<file path="src/rtl/ioports_pkg.sv">
// Shared definitions for the I/O port host arbiter: op codes, command-byte
// builder and the controller state encoding.
package ioports_pkg;

    localparam logic [1:0] OP_ILLEGAL = 2'b00;
    localparam logic [1:0] OP_RESET   = 2'b01;
    localparam logic [1:0] OP_WRITE   = 2'b10;
    localparam logic [1:0] OP_READ    = 2'b11;

    typedef enum logic [3:0] {
        ST_IDLE,
        ST_CMD,
        ST_WB3,
        ST_WB2,
        ST_WB1,
        ST_WB0,
        ST_RD_WAIT,
        ST_RD_REL,
        ST_DONE,
        ST_GAP
    } state_t;

    function automatic logic [7:0] cmd_byte(input logic [1:0] op, input logic [3:0] addr);
        return {2'b00, op, addr};
    endfunction

endpackage

</file>
<file path="src/rtl/ioports_rr_arb2.sv">
// Two-input round-robin arbiter; the last-grant pointer advances only when
// the controller accepts the grant.
module ioports_rr_arb2 (
    input  logic       clk,
    input  logic       reset,
    input  logic [1:0] req,
    input  logic       update,
    output logic       grant_valid,
    output logic       grant_idx
);

    logic last_grant;

    // On contention the requester not served last wins.
    always_comb begin
        grant_valid = |req;
        if (req == 2'b11)
            grant_idx = ~last_grant;
        else
            grant_idx = req[1];
    end

    // Reset to 1 so that requester 0 wins the first contention.
    always_ff @(posedge clk) begin
        if (reset)
            last_grant <= 1'b1;
        else if (update && grant_valid)
            last_grant <= grant_idx;
    end

endmodule

</file>
<file path="src/rtl/ioports_host_arb.sv">
// Two-requester transaction controller serializing RESET/WRITE/READ onto the
// byte-serial command bus of the 32-bit I/O port block.
//
// state      | meaning
// -----------+------------------------------------------------------------
// IDLE       | sample requests, grant round-robin, latch op/addr/wdata
// CMD        | emit command byte
// WB3..WB0   | emit write data bytes, MS byte first
// RD_WAIT    | io_ready high, wait for io_enout, capture io_dout
// RD_REL     | io_ready low, wait for io_enout to drop; loop for 4 bytes
// DONE       | pulse ack to granted requester, err / rdata valid
// GAP        | idle spacing of GAP_CYCLES cycles before next grant
module ioports_host_arb
    import ioports_pkg::*;
#(
    parameter int GAP_CYCLES = 2
) (
    input  logic             clk,
    input  logic             reset,
    input  logic [1:0]       req_valid,
    input  logic [1:0][1:0]  req_op,
    input  logic [1:0][3:0]  req_addr,
    input  logic [1:0][31:0] req_wdata,
    output logic [1:0]       ack,
    output logic             err,
    output logic [31:0]      rdata,
    output logic             io_load,
    output logic [7:0]       io_data,
    output logic             io_ready,
    input  logic             io_enout,
    input  logic [7:0]       io_dout
);

    localparam int GW = $clog2(GAP_CYCLES + 1);

    state_t        state;
    logic          gnt;
    logic [1:0]    op_q;
    logic [3:0]    addr_q;
    logic [31:0]   wdata_q;
    logic [31:0]   rd_shift;
    logic [1:0]    bcnt;
    logic [GW-1:0] gap_cnt;

    logic          grant_valid;
    logic          grant_idx;
    logic          arb_update;

    assign arb_update = (state == ST_IDLE);

    ioports_rr_arb2 u_arb (
        .clk         (clk),
        .reset       (reset),
        .req         (req_valid),
        .update      (arb_update),
        .grant_valid (grant_valid),
        .grant_idx   (grant_idx)
    );

    // Outputs are registered: each state sets the value that appears on the
    // bus in the cycle after it, so the command byte lands one cycle after grant.
    always_ff @(posedge clk) begin
        if (reset) begin
            state    <= ST_IDLE;
            gnt      <= 1'b0;
            op_q     <= OP_ILLEGAL;
            addr_q   <= '0;
            wdata_q  <= '0;
            rd_shift <= '0;
            bcnt     <= '0;
            gap_cnt  <= '0;
            io_load  <= 1'b0;
            io_data  <= '0;
            io_ready <= 1'b0;
            ack      <= '0;
            err      <= 1'b0;
            rdata    <= '0;
        end else begin
            io_load  <= 1'b0;
            io_data  <= '0;
            io_ready <= 1'b0;
            ack      <= '0;
            err      <= 1'b0;

            unique case (state)
                ST_IDLE: begin
                    if (grant_valid) begin
                        gnt     <= grant_idx;
                        op_q    <= req_op[grant_idx];
                        addr_q  <= req_addr[grant_idx];
                        wdata_q <= req_wdata[grant_idx];
                        bcnt    <= '0;
                        state   <= (req_op[grant_idx] == OP_ILLEGAL) ? ST_DONE : ST_CMD;
                    end
                end
                ST_CMD: begin
                    io_load <= 1'b1;
                    io_data <= cmd_byte(op_q, addr_q);
                    case (op_q)
                        OP_RESET: state <= ST_DONE;
                        OP_WRITE: state <= ST_WB3;
                        default:  state <= ST_RD_WAIT;
                    endcase
                end
                ST_WB3: begin
                    io_load <= 1'b1;
                    io_data <= wdata_q[31:24];
                    state   <= ST_WB2;
                end
                ST_WB2: begin
                    io_load <= 1'b1;
                    io_data <= wdata_q[23:16];
                    state   <= ST_WB1;
                end
                ST_WB1: begin
                    io_load <= 1'b1;
                    io_data <= wdata_q[15:8];
                    state   <= ST_WB0;
                end
                ST_WB0: begin
                    io_load <= 1'b1;
                    io_data <= wdata_q[7:0];
                    state   <= ST_DONE;
                end
                ST_RD_WAIT: begin
                    if (io_enout) begin
                        rd_shift <= {rd_shift[23:0], io_dout};
                        state    <= ST_RD_REL;
                    end else begin
                        io_ready <= 1'b1;
                    end
                end
                ST_RD_REL: begin
                    if (!io_enout) begin
                        if (bcnt == 2'd3) begin
                            state <= ST_DONE;
                        end else begin
                            bcnt  <= bcnt + 2'd1;
                            state <= ST_RD_WAIT;
                        end
                    end
                end
                ST_DONE: begin
                    ack     <= gnt ? 2'b10 : 2'b01;
                    err     <= (op_q == OP_ILLEGAL);
                    if (op_q == OP_READ)
                        rdata <= rd_shift;
                    gap_cnt <= GW'(GAP_CYCLES - 1);
                    state   <= ST_GAP;
                end
                ST_GAP: begin
                    if (gap_cnt == '0)
                        state <= ST_IDLE;
                    else
                        gap_cnt <= gap_cnt - 1'b1;
                end
                default: state <= ST_IDLE;
            endcase
        end
    end

endmodule

</file>
<file path="config.mk">
export PLATFORM = sky130hd
export DESIGN_NAME = ioports_host_arb
export DESIGN_NICKNAME = d
export VERILOG_FILES = /design/src/rtl/ioports_pkg.sv /design/src/rtl/ioports_rr_arb2.sv /design/src/rtl/ioports_host_arb.sv
export SDC_FILE = /design/constraint.sdc
export NUM_CORES = 1
export LEC_CHECK = 0
export CAP_MARGIN = 30
export CELL_PAD_IN_SITES_DETAIL_PLACEMENT = 1
export CELL_PAD_IN_SITES_GLOBAL_PLACEMENT = 1
export CORE_ASPECT_RATIO = 1.1
export CORE_MARGIN = 4
export CORE_UTILIZATION = 32
export CTS_CLUSTER_SIZE = 20
export DETAILED_ROUTE_END_ITERATION = 12
export PLACE_DENSITY_LB_ADDON = 0.1
export SKIP_CTS_REPAIR_TIMING = 1
export SYNTH_ARGS = -nofsm -noshare
export SYNTH_HDL_FRONTEND = slang
export SYNTH_SLANG_ARGS = --single-unit
</file>
<file path="constraint.sdc">
create_clock -name clk -period 4.06 [get_ports clk]
set_input_delay 0.406 -clock clk [delete_from_list [all_inputs] [get_ports clk]]
set_output_delay 0.406 -clock clk [all_outputs]
set_load 0.05 [all_outputs]
</file>
==> metrics.txt <==
IO buf count=about 130; DRC errors left=0; core area=~16000 µm²; row cnt=48; fin crit share=a little under three fifths; via count=4695; Mapped Cells=about 600; Place WS=~1.6 ns; htree depth=4; # diodes=0; HPWL after DPL=about 11000 µm; Crit Path Class=flop to flop; Worst-Skew Late Latency=roughly 0.41 ns; total CTS buffers=17; FF+latch count, synth=about 130; sequential share of the synthesized area=48.0%; initial DRC count=roughly 220; CP Launch Type=flop; Final GP Congestion=between 0.7 and 0.8; post-synthesis area per instance=8.72 µm²; DR pass1 iterations=4; Reg clk slew, reported paths=0.05 ns; max-cap viol count=0; CTS sink count=about 130; Syn Nets=between 600 and 700; power per cell area=a little under 600 nW/µm²; number of synthesized flops with an enable pin=0; routed len/inst=about 17 µm; # nets final=810; I/O pin cnt=134; most frequent cell after synthesis=nand2_1; maximum clock rate=0.435 GHz; CP Launch Point=state[2]; DP Cell Count=slightly below 900; Synth Flop Type=dfxtp_1; Fin Hold WS=roughly 0.45 ns; area leader, netlist=dfxtp_1; endpoints failing setup=0; initial antenna violation count=0; Tot GR Track Use=approximately 18%; die height=between 100 and 150 µm; Overflow after GRT=0; most common library cells after synthesis=138 x nand2_1, 125 x dfxtp_1, 79 x a21oi_1, 50 x nor2_1, 39 x mux2i_1; via-per-instance ratio=between 5 and 6; largest net degree at the start of global routing=slightly below 80; ANT nets after route=0; outcome=finished, final reports clean; synth top area cells=dfxtp_1 48%, nand2_1 9.9%, a21oi_1 7.6%, mux2i_1 7.5%, a211oi_1 3.9%; class of the tightest hold or removal check=flop to flop; Max IR drop VDD=approximately 0.00037 V; layout cell share with drive strength beyond 1=approximately 8.1%; top cell type's share of synthesized area=roughly 48%; Post-Synthesis Cell Area=approximately 5200 µm²; count of cell types in the netlist=between 40 and 50; Area growth syn-to-layout=39.6%; Worst Path Max Fanout=18; Hold Vio Cnt, Final=0; Worst EP arrival=~2.6 ns; Max-Slew Margin vs Limit=between 30 and 40%; final worst slack=about 1.8 ns; Slew Limit Fails=0; first-pass GRT wire length=~25000 µm; crit path time final=~2.3 ns; vias in the first global route=4860; die area=between 15000 and 20000 µm²; Leak=roughly 2.6 nW; Worst Path Required=approximately 4.4 ns; CTS tree=yes; HP Start=rdata[1]; buffer depth of the longest clock path=2; reg-to-reg startpoint=state[2]; share of flip-flops with an asynchronous set or reset=0%; final std cells w/o fill=slightly above 900; YS warnings=0; clk_skew=~0.0059 ns; Routed WL=16000 µm; Slew @ Worst Pin=0.994 ns; Starting Density=about 33%; clock root cell=clkbuf_16; RSZ-0062 raised after global routing=no; die width=130 µm; endpoint class of the critical path=flop; Final TNS setup=0 ns
-- per-layer routing --
metal  vias up  wire [µm]  track usage (%)  part of all wire [%]
li1       2308          -                -                     -
met1      2227       6690             20.8                    42
met2       131       8010             30.6                    50
met3        29        939             4.18                   5.9
met4         0        378             7.06                   2.4
met5         -          0                0                     0
-- path summary, 6_finish.rpt --
check	to	slack, ns	cells after the start
max reg2reg	io_data[3]	1.76	4
min	rdata[1]	0.45	2
max	io_data[3]	1.76	4
min reg2reg	rdata[1]	0.45	2
-- cell usage in the layout (no fill, tap or decap), drive strengths merged, types with 2 or more instances in the layout --
cell type	n
nand2	138
clkdlybuf4s50	132
dfxtp	125
a21oi	79
nor2	51
a211oi	40
mux2i	39
clkbuf	22
a22oi	10
buf	10
inv	8
nor3	7
a222oi	6
ha	6
clkinv	6
o21ai	6
nand2b	4
or3	3
and3	3
nor2b	3
a21boi	3
nor4	2
o22ai	2
o211a	2
and2	2
nand3	2
xor2	2
bufinv	2
-- worst max-delay path, cell delays in order (launching register included) --
cell	delay, ns
dfxtp_1	0.65
nand2b_1	0.22
nor3_1	0.80
a222oi_1	0.34
a21oi_1	0.20
-- cell families after synthesis --
kind of cell | Yosys count | share of synthesized area [%]
compound gates | 152 | 19.6
buf+inv | 52 | 4.92
mux | 40 | 7.70
xor+xnor | 2 | 0.336
flops | 125 | 48.0
fa+ha+maj | 6 | 1.44
simple gates | 221 | 18.0
-- through the flow --
step / power (mW) / util (%) / instance area [µm²]
2_1_floorplan: 2.57 / - / 5210
3_3_place_gp: 2.80 / 41.7 / 6610
3_5_place_dp: 2.86 / 42.1 / 6680
4_1_cts: 4.36 / 45.7 / 7250
5_1_grt: 4.60 / 45.9 / 7280
6_report: 4.34 / 45.9 / 7280
-- state kept, by name, summed over array words and instances, names as in the netlist, 4 cells and up --
| name | count |
|---|---|
| rd_shift | 32 |
| rdata | 32 |
| wdata_q | 32 |
| io_data | 8 |
| addr_q | 4 |
| state | 4 |
-- where the power goes --
part / internal, mW / switching, mW
clock network: 0.954 / 0.515
registers: 1.46 / 0.201
logic: 0.509 / 0.703
total: 2.92 / 1.42
-- layout make-up --
cell class | instances | area, µm²
clock buffers | 22 | 484
clock inverters | 8 | 90.1
fillers | 1835 | 8570
inverters | 8 | 30.0
multi-input cells | 421 | 2470
flip-flops and latches | 125 | 2500
well taps | 200 | 250
repair buffers | 142 | 1460
Note: power is estimated with default switching activity, not from simulation.
